==> config.mk <==
export PLATFORM = sky130hd
export DESIGN_NAME = vector_sequencer
export DESIGN_NICKNAME = d
export VERILOG_FILES = /design/src/rtl/vector_sequencer.sv
export SDC_FILE = /design/constraint.sdc
export NUM_CORES = 1
export LEC_CHECK = 0
export CORE_ASPECT_RATIO = 1.75
export CORE_MARGIN = 8
export CORE_UTILIZATION = 50
export DETAILED_ROUTE_END_ITERATION = 6
export GPL_TIMING_DRIVEN = 1
export PLACE_DENSITY_LB_ADDON = 0.2
export SKIP_CTS_REPAIR_TIMING = 1
export SLEW_MARGIN = 20
export SYNTH_ARGS = -nofsm -noshare
export SYNTH_HDL_FRONTEND = slang
export SYNTH_SLANG_ARGS = --single-unit
==> constraint.sdc <==
create_clock -name clk -period 3.11 [get_ports clk]
set_input_delay 0.622 -clock clk [delete_from_list [all_inputs] [get_ports clk]]
set_output_delay 0.622 -clock clk [all_outputs]
set_load 0.02 [all_outputs]
==> src/rtl/vector_sequencer.sv <==
// -----------------------------------------------------------------------------
// vector_sequencer
//
// Walks the test-vector RAM and presents each word to the DUT stimulus path.
// For every vector it fetches the word, drives it, waits a fixed settle time,
// and then waits for the ADC response. When the response arrives it issues a
// one-cycle compare strobe to the analyzer. The vector list is replayed for
// the requested number of passes.
//
// Ports:
//   clk, rst_n             clock, asynchronous active-low reset
//   start, abort           run control from the configuration parser
//   num_vectors            vectors per pass (0..2**ADDR_W), sampled on start
//   num_passes             passes per run (0 behaves as 1), sampled on start
//   mem_addr, mem_rd_en    vector RAM read request (data one cycle later)
//   mem_rd_data            vector RAM read data
//   stim_data, stim_valid  stimulus word to the DUT digital I/O
//   resp_ready             ADC response available
//   cmp_strobe, expected   compare pulse and the word to compare against
//   busy, done, aborted    run status; done/aborted are one-cycle pulses
//   timeout_cnt            vectors that timed out this run (saturating)
//   pass_index             current pass, 0-based
// -----------------------------------------------------------------------------
module vector_sequencer #(
  parameter int ADDR_W      = 10,
  parameter int DATA_W      = 8,
  parameter int SETTLE_CYC  = 4,
  parameter int TIMEOUT_CYC = 1024
) (
  input  logic              clk,
  input  logic              rst_n,
  input  logic              start,
  input  logic              abort,
  input  logic [ADDR_W:0]   num_vectors,
  input  logic [15:0]       num_passes,
  output logic [ADDR_W-1:0] mem_addr,
  output logic              mem_rd_en,
  input  logic [DATA_W-1:0] mem_rd_data,
  output logic [DATA_W-1:0] stim_data,
  output logic              stim_valid,
  input  logic              resp_ready,
  output logic              cmp_strobe,
  output logic [DATA_W-1:0] expected,
  output logic              busy,
  output logic              done,
  output logic              aborted,
  output logic [15:0]       timeout_cnt,
  output logic [15:0]       pass_index
);

  // One counter serves both SETTLE and WAIT; size it for the larger interval.
  localparam int CNT_MAX = (SETTLE_CYC > TIMEOUT_CYC) ? SETTLE_CYC : TIMEOUT_CYC;
  localparam int CNT_W   = $clog2(CNT_MAX + 1);
  localparam logic [CNT_W-1:0] SETTLE_LAST  = CNT_W'(SETTLE_CYC - 1);
  localparam logic [CNT_W-1:0] TIMEOUT_LAST = CNT_W'(TIMEOUT_CYC - 1);

  typedef enum logic [2:0] {
    S_IDLE    = 3'd0,
    S_FETCH   = 3'd1,
    S_LOAD    = 3'd2,
    S_SETTLE  = 3'd3,
    S_WAIT    = 3'd4,
    S_COMPARE = 3'd5,
    S_NEXT    = 3'd6,
    S_DONE    = 3'd7
  } state_t;

  state_t              state_q, state_d;
  logic [ADDR_W-1:0]   idx_q, idx_d;
  logic [ADDR_W:0]     nvec_q, nvec_d;
  logic [15:0]         npass_q, npass_d;
  logic [CNT_W-1:0]    cnt_q, cnt_d;
  logic [ADDR_W-1:0]   mem_addr_q, mem_addr_d;
  logic                mem_rd_en_q, mem_rd_en_d;
  logic [DATA_W-1:0]   stim_data_q, stim_data_d;
  logic                stim_valid_q, stim_valid_d;
  logic                cmp_strobe_q, cmp_strobe_d;
  logic [DATA_W-1:0]   expected_q, expected_d;
  logic                busy_q, busy_d;
  logic                done_q, done_d;
  logic                aborted_q, aborted_d;
  logic [15:0]         timeout_cnt_q, timeout_cnt_d;
  logic [15:0]         pass_index_q, pass_index_d;
  logic                abort_run_s;
  logic [ADDR_W:0]     idx_plus1_s;
  logic [15:0]         pass_plus1_s;

  // Next-state and next-output computation for the sequencer FSM.
  always_comb begin
    state_d       = state_q;
    idx_d         = idx_q;
    nvec_d        = nvec_q;
    npass_d       = npass_q;
    cnt_d         = cnt_q;
    stim_data_d   = stim_data_q;
    expected_d    = expected_q;
    timeout_cnt_d = timeout_cnt_q;
    pass_index_d  = pass_index_q;

    abort_run_s  = abort && (state_q != S_IDLE);
    // Widened by one bit so the last index of a full-depth RAM cannot overflow.
    idx_plus1_s  = {1'b0, idx_q} + {{ADDR_W{1'b0}}, 1'b1};
    pass_plus1_s = pass_index_q + 16'd1;

    if (abort_run_s) begin
      // Abort wins over everything else: nothing else in the run advances.
      state_d = S_IDLE;
    end else begin
      case (state_q)
        S_IDLE: begin
          if (start && !abort) begin
            nvec_d        = num_vectors;
            npass_d       = (num_passes == 16'd0) ? 16'd1 : num_passes;
            idx_d         = {ADDR_W{1'b0}};
            timeout_cnt_d = 16'd0;
            pass_index_d  = 16'd0;
            state_d       = (num_vectors == {(ADDR_W+1){1'b0}}) ? S_DONE : S_FETCH;
          end else begin
            state_d = S_IDLE;
          end
        end
        S_FETCH: begin
          state_d = S_LOAD;
        end
        S_LOAD: begin
          // RAM data requested in FETCH is valid now.
          stim_data_d = mem_rd_data;
          expected_d  = mem_rd_data;
          cnt_d       = {CNT_W{1'b0}};
          state_d     = S_SETTLE;
        end
        S_SETTLE: begin
          if (cnt_q == SETTLE_LAST) begin
            cnt_d   = {CNT_W{1'b0}};
            state_d = S_WAIT;
          end else begin
            cnt_d = cnt_q + CNT_W'(1);
          end
        end
        S_WAIT: begin
          // A response arriving on the final wait cycle still counts.
          if (resp_ready) begin
            state_d = S_COMPARE;
          end else if (cnt_q == TIMEOUT_LAST) begin
            if (timeout_cnt_q != 16'hFFFF) begin
              timeout_cnt_d = timeout_cnt_q + 16'd1;
            end else begin
              timeout_cnt_d = timeout_cnt_q;
            end
            state_d = S_NEXT;
          end else begin
            cnt_d = cnt_q + CNT_W'(1);
          end
        end
        S_COMPARE: begin
          state_d = S_NEXT;
        end
        S_NEXT: begin
          if (idx_plus1_s != nvec_q) begin
            idx_d   = idx_plus1_s[ADDR_W-1:0];
            state_d = S_FETCH;
          end else begin
            idx_d        = {ADDR_W{1'b0}};
            pass_index_d = pass_plus1_s;
            state_d      = (pass_plus1_s == npass_q) ? S_DONE : S_FETCH;
          end
        end
        S_DONE: begin
          state_d = S_IDLE;
        end
        default: begin
          state_d = S_IDLE;
        end
      endcase
    end

    // Outputs are registered, so they are decoded from the state being entered.
    mem_rd_en_d  = (state_d == S_FETCH);
    mem_addr_d   = (state_d == S_FETCH) ? idx_d : mem_addr_q;
    cmp_strobe_d = (state_d == S_COMPARE);
    done_d       = (state_d == S_DONE);
    busy_d       = (state_d != S_IDLE);
    aborted_d    = abort_run_s;

    // Stimulus becomes valid once the first word is loaded and stays valid
    // (tracking later words) until the run returns to IDLE.
    if (state_d == S_IDLE) begin
      stim_valid_d = 1'b0;
    end else if (state_q == S_LOAD) begin
      stim_valid_d = 1'b1;
    end else begin
      stim_valid_d = stim_valid_q;
    end
  end

  // State, run context and output registers.
  always_ff @(posedge clk or negedge rst_n) begin
    if (!rst_n) begin
      state_q       <= S_IDLE;
      idx_q         <= {ADDR_W{1'b0}};
      nvec_q        <= {(ADDR_W+1){1'b0}};
      npass_q       <= 16'd0;
      cnt_q         <= {CNT_W{1'b0}};
      mem_addr_q    <= {ADDR_W{1'b0}};
      mem_rd_en_q   <= 1'b0;
      stim_data_q   <= {DATA_W{1'b0}};
      stim_valid_q  <= 1'b0;
      cmp_strobe_q  <= 1'b0;
      expected_q    <= {DATA_W{1'b0}};
      busy_q        <= 1'b0;
      done_q        <= 1'b0;
      aborted_q     <= 1'b0;
      timeout_cnt_q <= 16'd0;
      pass_index_q  <= 16'd0;
    end else begin
      state_q       <= state_d;
      idx_q         <= idx_d;
      nvec_q        <= nvec_d;
      npass_q       <= npass_d;
      cnt_q         <= cnt_d;
      mem_addr_q    <= mem_addr_d;
      mem_rd_en_q   <= mem_rd_en_d;
      stim_data_q   <= stim_data_d;
      stim_valid_q  <= stim_valid_d;
      cmp_strobe_q  <= cmp_strobe_d;
      expected_q    <= expected_d;
      busy_q        <= busy_d;
      done_q        <= done_d;
      aborted_q     <= aborted_d;
      timeout_cnt_q <= timeout_cnt_d;
      pass_index_q  <= pass_index_d;
    end
  end

  assign mem_addr    = mem_addr_q;
  assign mem_rd_en   = mem_rd_en_q;
  assign stim_data   = stim_data_q;
  assign stim_valid  = stim_valid_q;
  assign cmp_strobe  = cmp_strobe_q;
  assign expected    = expected_q;
  assign busy        = busy_q;
  assign done        = done_q;
  assign aborted     = aborted_q;
  assign timeout_cnt = timeout_cnt_q;
  assign pass_index  = pass_index_q;

endmodule

# ---- Word level (Yosys, flattened, before mapping)
# Cells that the tools add are included.
# Widths: inputs -> output; s select.
dict set report op_classes {
  eq_ne 21
  n_reduce_logical 18
  bitwise 1
  n_addsub 4
  mux 27
}
# cell count
set ops {}
lappend ops {{$mux 16} 6}
lappend ops {{$pmux 16 s2} 2}
lappend ops {{$mux 11} 3}
lappend ops {{$pmux 11 s3} 1}
lappend ops {{$add 16x1->16 const B} 2}
lappend ops {{$mux 10} 3}
lappend ops {{$mux 3} 8}
lappend ops {{$pmux 3 s8} 1}
lappend ops {{$pmux 10 s2} 1}
lappend ops {{$eq 3x3->1 const B} 6}
lappend ops {{$eq 16x16->1} 1}
lappend ops {{$logic_not 16->1} 1}
lappend ops {{$ne 16x16->1 const B} 1}
lappend ops {{$ne 2x2->1 const B} 6}
lappend ops {{$add 10x1->11 const B} 1}
lappend ops {{$add 11x1->11 const B} 1}
lappend ops {{$eq 11x10->1 const B} 1}
lappend ops {{$eq 11x2->1 const B} 1}
lappend ops {{$logic_not 11->1} 1}
lappend ops {{$ne 11x11->1} 1}
lappend ops {{$reduce_bool 3->1} 3}
lappend ops {{$reduce_and 4->1} 2}
lappend ops {{$eq 3x1->1 const B} 2}
lappend ops {{$eq 3x2->1 const B} 2}
lappend ops {{9 further kinds} 14}
dict set report totals {
  output_inout_bits 64
  register_bits 107
  word_cells 86
  input_bits 40
}

# ---- Logic depth before layout (Yosys ltp)
dict set report logic_depth {
  word_depth 8
  ltp_mapped 11
  ltp_nobuf 10
}

# ---- Least setup slack after synthesis
# OpenSTA, ideal clock, no wires.
dict set report synth_timing {
  kind {flip-flop to flip-flop}
  startpoint {reg pass_index_q[0], in the netlist pass_index[0]}
  endpoint {reg mem_addr_q[6], in the netlist mem_addr[6]}
  path_stages_with_launch 11
  t_arrival_ns 2.759
  path_slack_ns 0.285
  required_ns 3.044
  setup_ns 0.066
  n_path_buf 1
  synth_period_minus_slack_ns 2.825
  cell_sequence {dfrtp_1 ha_1 nand3_2 nor4_1 xnor2_1 o211ai_1 nor4_1 a21oi_2 o21ai_2 buf_6 a22o_1}
}
dict set report synth_between {
  elab_chain_cells 7
}
# element line
set synth_lines {}
lappend synth_lines {{start: declaration} 83} ;# logic [15:0] pass_index_q, pass_index_d;
lappend synth_lines {{start signal: assignment} 231} ;# pass_index_q <= pass_index_d;
lappend synth_lines {{$add 16x1->16} 103} ;# pass_plus1_s = pass_index_q + 16'd1;
lappend synth_lines {{$eq 16x16->1} 165} ;# state_d = (pass_plus1_s == npass_q) ? S_DONE : S_FETCH;
lappend synth_lines {{$mux 3} 165}
lappend synth_lines {{$mux 3} 159} ;# if (idx_plus1_s != nvec_q) begin
lappend synth_lines {{$pmux 3 s8} 109} ;# case (state_q)
lappend synth_lines {{$mux 3} 105} ;# if (abort_run_s) begin
lappend synth_lines {{$eq 3x1->1} 179} ;# mem_addr_d = (state_d == S_FETCH) ? idx_d : mem_addr_q;
lappend synth_lines {{end signal: assignment} 204} ;# mem_addr_q <= {ADDR_W{1'b0}};
lappend synth_lines {{end signal: assignment} 221} ;# mem_addr_q <= mem_addr_d;
lappend synth_lines {{end: declaration} 73} ;# logic [ADDR_W-1:0] mem_addr_q, mem_addr_d;
# Every way passes these cells.
# A chain may end at the register's enable or synchronous reset.

# ---- Final worst setup path
dict set report layout_timing {
  startpoint {reg idx_q[1]}
  endpoint {reg idx_q[2]}
}
dict set report layout_between {
  elab_chain_cells 5
}
# element line
set layout_lines {}
lappend layout_lines {{start: declaration} 69} ;# logic [ADDR_W-1:0] idx_q, idx_d;
lappend layout_lines {{start signal: assignment} 200} ;# idx_q <= {ADDR_W{1'b0}};
lappend layout_lines {{start signal: assignment} 217} ;# idx_q <= idx_d;
lappend layout_lines {{$add 10x1->11 *} 102} ;# idx_plus1_s = {1'b0, idx_q} + {{ADDR_W{1'b0}}, 1'b1};
lappend layout_lines {{$ne 11x11->1} 159}
lappend layout_lines {{$mux 10 *} 159}
lappend layout_lines {{$pmux 10 s2 *} 109}
lappend layout_lines {{$mux 10 *} 105}
lappend layout_lines {{net idx_d[2]} 69}
# Mark *: on every way through the listed nets, which the timed path passes. The rest lies on a longest branch.

==> results by stage <==
Status:
- The run finished with clean final reports.

Timing:
- The total count of max-transition violations in the final report is 0.
- For the pin with the worst max-slew slack, the measured transition is roughly 0.8 ns.
- The clock period minus final worst setup slack is roughly 2.9 ns.
- After routing, the total negative slack on setup checks comes to 0 ns.
- Static timing analysis puts the maximum clock frequency at 0.348 GHz.
- In the finished design, the share of the clock period the worst path needs comes to 0.924.
- Setup slack closes at roughly 0.24 ns.
- The number of failing hold endpoints at the final stage is 0.
- Setup repair after global routing could not meet its margin everywhere.
- The relative slew slack is 0.469.
- Across the routed clock network, the largest skew measured is 0.00890 ns.
- Setup violations remaining at the end of the flow were counted as 0.

Placement:
- The last weighted congestion value of the routability-driven placer is around 0.85.
- The wire-length estimate of the detail-placed layout is approximately 11000 um.
- The pre-CTS worst setup slack is approximately 0.17 ns.
- In this run the tool buffered the top-level ports with ~100 buffer cells.
- The number of placed instances, taps included, is about 850.

Die:
- The die footprint is between 15000 and 20000 um^2.
- The initialized floorplan defines 52 standard-cell rows.
- The region available for standard cell placement spans roughly 12000 um^2.
- The chip height is about 160 um.
- The initial utilization of the core area, before any placement, comes to 0.509.
- For this design the top-level I/O count stands at 104.
- The die span in x is ~98 um.

Layout:
- The final layout net count is approximately 770.
- The number of fillers in the final layout is 991.
- The share of cells above drive strength 1 is 0.0898.
- The end-of-flow core utilization is 0.632.
- The count of inserted antenna diode cells is 0.
- Leaving out filler cells and counting taps, the final layout contains slightly below 900.
- The area added between synthesis and finish is 24.0%.

Synthesis:
- The number of enable-type register cells in the synthesized netlist is 0.
- The number of nets handed over by synthesis was 681.
- The share of synthesized area occupied by flip-flops and latches is 0.456.
- The post-synthesis instance total is 637.
- By count the netlist is led by 120 x sky130_fd_sc_hd__nand2_1, 107 x sky130_fd_sc_hd__dfrtp_1, 54 x sky130_fd_sc_hd__nor2_1.
- The number of different library cells used by synthesis comes to 67.
- Dividing the synthesized area by the synthesized cell count gives between 9 and 10 um^2.
- The share of Yosys cell area claimed by the top area cell type is 0.456.
- The dominant synthesized flop cell is sky130_fd_sc_hd__dfrtp_1.
- The most area-hungry cell type in the Yosys netlist is sky130_fd_sc_hd__dfrtp_1.
- After synthesis, the share of flip-flops with an asynchronous set or reset is 1.00.
- The count of synthesis-stage warnings from yosys is 0.
- The most common cell in the synthesized netlist is sky130_fd_sc_hd__nand2_1.
- Sorting the synthesized cells by area gives the leading types as sky130_fd_sc_hd__dfrtp_1 46%, sky130_fd_sc_hd__nand2_1 7.7%, sky130_fd_sc_hd__xnor2_1 5.4%.
- After synthesis the netlist holds a flip-flop and latch count of 107.
- The netlist area before placement is approximately 5900 um^2.

Drt:
- The average via count per standard cell is between 5 and 6.
- The number of vias after detailed routing is just under 5000.
- Summed over all layers, the routed wires come to around 15000 um.
- The average wire length per cell after detail routing is ~17 um.
- For this run, design rule violations remaining after detail routing come to 0.
- In this run, the number of DRC markers left after iteration 0 of detailed routing was approximately 240.
- The number of search-and-repair iterations in the first detailed-routing pass is 5.
- In this run the remaining antenna-violating nets after routing total 0.

Clock tree:
- Clock tree synthesis selected as its root buffer the cell sky130_fd_sc_hd__clkbuf_16.
- The total clock buffers created by CTS is 9.
- Clock-pin slew was measured on the worst setup and hold paths at 0.07 ns.
- The clock latency on the worst-skew pair is roughly 0.35 ns.
- The number of buffers between clock root and the deepest sink is 2.
- The clock sink count is 107.
- The depth of the CTS H-tree is 3.
- TritonCTS built the clock tree.

Critical path:
- STA classifies the critical path startpoint as a register.
- For flop-to-flop paths, the worst setup slack is between 0.2 and 0.25 ns.
- Data on the critical path is required at its endpoint by between 3 and 4 ns.
- The worst setup path is captured at a register.
- The arrival time at the worst endpoint is 3.12 ns.
- The path type of the worst setup path is reg -> reg.
- The worst register-to-register path has a depth of 9.
- In this run the critical register-to-register path is captured at idx_q[2].
- The worst reg2reg path startpoint is idx_q[1].
- The highest net fanout along the worst path is 15.

Global route:
- The via count of the first global-routing pass is just over 5000.
- Entering global routing, the biggest net connects 46 pins.
- The initial antenna violation count was 0.
- The overall track demand over capacity in global routing is 0.196.
- The total grt overflow is 0.
- The wire length of the first global-routing pass is between 20000 and 30000 um.

Power:
- Summed over all cells, the static leakage comes to between 3 and 4 nW.
- The power per cell area is 683 nW/um^2.
- The highest ir drop seen on vdd is between 0.5 and 0.6 mV.

Run:
- The max-capacitance violation count is 0.

Hold path:
- In this run the worst hold path is classified as in -> async.
## registers in the layout (all words and copies together), names as in the netlist, 3 cells and up
signal	cells
cnt_q	11
timeout_cnt	16
state_q	3
expected	8
pass_index	16
npass_q	16
nvec_q	11
mem_addr	10
idx_q	10
## worst max-delay path, cell delays in order (launching register included)
cell and delay, ns:
sky130_fd_sc_hd__dfrtp_1 0.43, sky130_fd_sc_hd__ha_1 0.28, sky130_fd_sc_hd__nand4_1 0.21, sky130_fd_sc_hd__or2_1 0.35, sky130_fd_sc_hd__xnor2_1 0.18, sky130_fd_sc_hd__nand4_1 0.18
sky130_fd_sc_hd__nor3_2 0.53, sky130_fd_sc_hd__nand2b_4 0.34, sky130_fd_sc_hd__o21bai_1 0.09, sky130_fd_sc_hd__a21o_1 0.18
## placed cells by master, fill, tap and decap left out, types with 3 or more instances in the layout
cell / n
sky130_fd_sc_hd__a21o_1: 6
sky130_fd_sc_hd__inv_1: 17
sky130_fd_sc_hd__nor3_1: 13
sky130_fd_sc_hd__nand2_1: 120
sky130_fd_sc_hd__nand2b_1: 5
sky130_fd_sc_hd__or3_1: 6
sky130_fd_sc_hd__o21ai_1: 13
sky130_fd_sc_hd__o2bb2ai_1: 6
sky130_fd_sc_hd__nor3b_1: 5
sky130_fd_sc_hd__clkdlybuf4s50_1: 102
sky130_fd_sc_hd__dfrtp_1: 106
sky130_fd_sc_hd__ha_1: 3
sky130_fd_sc_hd__nor2b_1: 5
sky130_fd_sc_hd__xnor2_1: 36
sky130_fd_sc_hd__a21oi_1: 14
sky130_fd_sc_hd__and2_1: 4
sky130_fd_sc_hd__a41oi_1: 3
sky130_fd_sc_hd__nor2_1: 54
sky130_fd_sc_hd__o21ai_0: 24
sky130_fd_sc_hd__mux2i_1: 3
sky130_fd_sc_hd__and4_1: 5
sky130_fd_sc_hd__and3_1: 9
sky130_fd_sc_hd__mux2_2: 9
sky130_fd_sc_hd__nor4_1: 13
sky130_fd_sc_hd__o21bai_1: 3
sky130_fd_sc_hd__buf_4: 16
sky130_fd_sc_hd__clkbuf_16: 9
sky130_fd_sc_hd__o31a_1: 3
sky130_fd_sc_hd__xor2_1: 25
sky130_fd_sc_hd__a31oi_1: 3
sky130_fd_sc_hd__o31ai_2: 4
sky130_fd_sc_hd__a22o_1: 9
sky130_fd_sc_hd__nand3_1: 22
sky130_fd_sc_hd__nand4_1: 11
## kinds of logic after synthesis
| kind of cell | Yosys count | synth area share |
|---|---|---|
| flip-flops | 107 | 0.456 |
| adder cells (fa/ha/maj) | 4 | 0.00853 |
| AO/OA/AOI/OAI | 108 | 0.130 |
| AND/OR/NAND/NOR | 291 | 0.245 |
| buffers and inverters | 54 | 0.0463 |
| multiplexers | 12 | 0.0224 |
| XOR/XNOR | 61 | 0.0911 |
## worst max-delay path by stage
stage                       start          end  depth (start not counted)
finish                   idx_q[1]     idx_q[2]                          9
CTS                      idx_q[1]     idx_q[9]                          9
global placement    pass_index[0]  mem_addr[3]                         12
global route             idx_q[1]  mem_addr[6]                         10
floorplan           pass_index[0]  mem_addr[6]                         10
detailed placement       idx_q[1]     idx_q[9]                          9
## layer usage
metal / wire length, um / GRT usage
met5: 0 / 0
met4: 235 / 0.0714
met3: 801 / 0.0460
met2: 7870 / 0.355
met1: 6060 / 0.214
## metrics by stage
step	hold slack [ns]	power [mW]	instance area (um^2)
after global placement	0.473	3.86	6990
after CTS	0.245	5.01	7270
final	0.224	4.97	7280
after floorplan	0.326	3.25	5870
after global routing	0.266	5.30	7280
after detailed placement	0.479	3.91	6990
## final cells by class
class | count | area (um^2) | share of cell area
clock buffers | 11 | 243 | 0.0334
clock inverters | 5 | 35.0 | 0.00481
inverters | 17 | 63.8 | 0.00877
multi-input cells | 476 | 2930 | 0.402
flip-flops and latches | 107 | 2680 | 0.368
well taps | 135 | 169 | 0.0232
repair buffers | 119 | 1160 | 0.160
## report_power, final
part,internal [mW],switching (mW),total (mW)
Sequential,1.69,0.285,1.98
Clock,0.569,0.517,1.09
Combinational,0.846,1.06,1.91
Power figures use the tool's default switching activity.
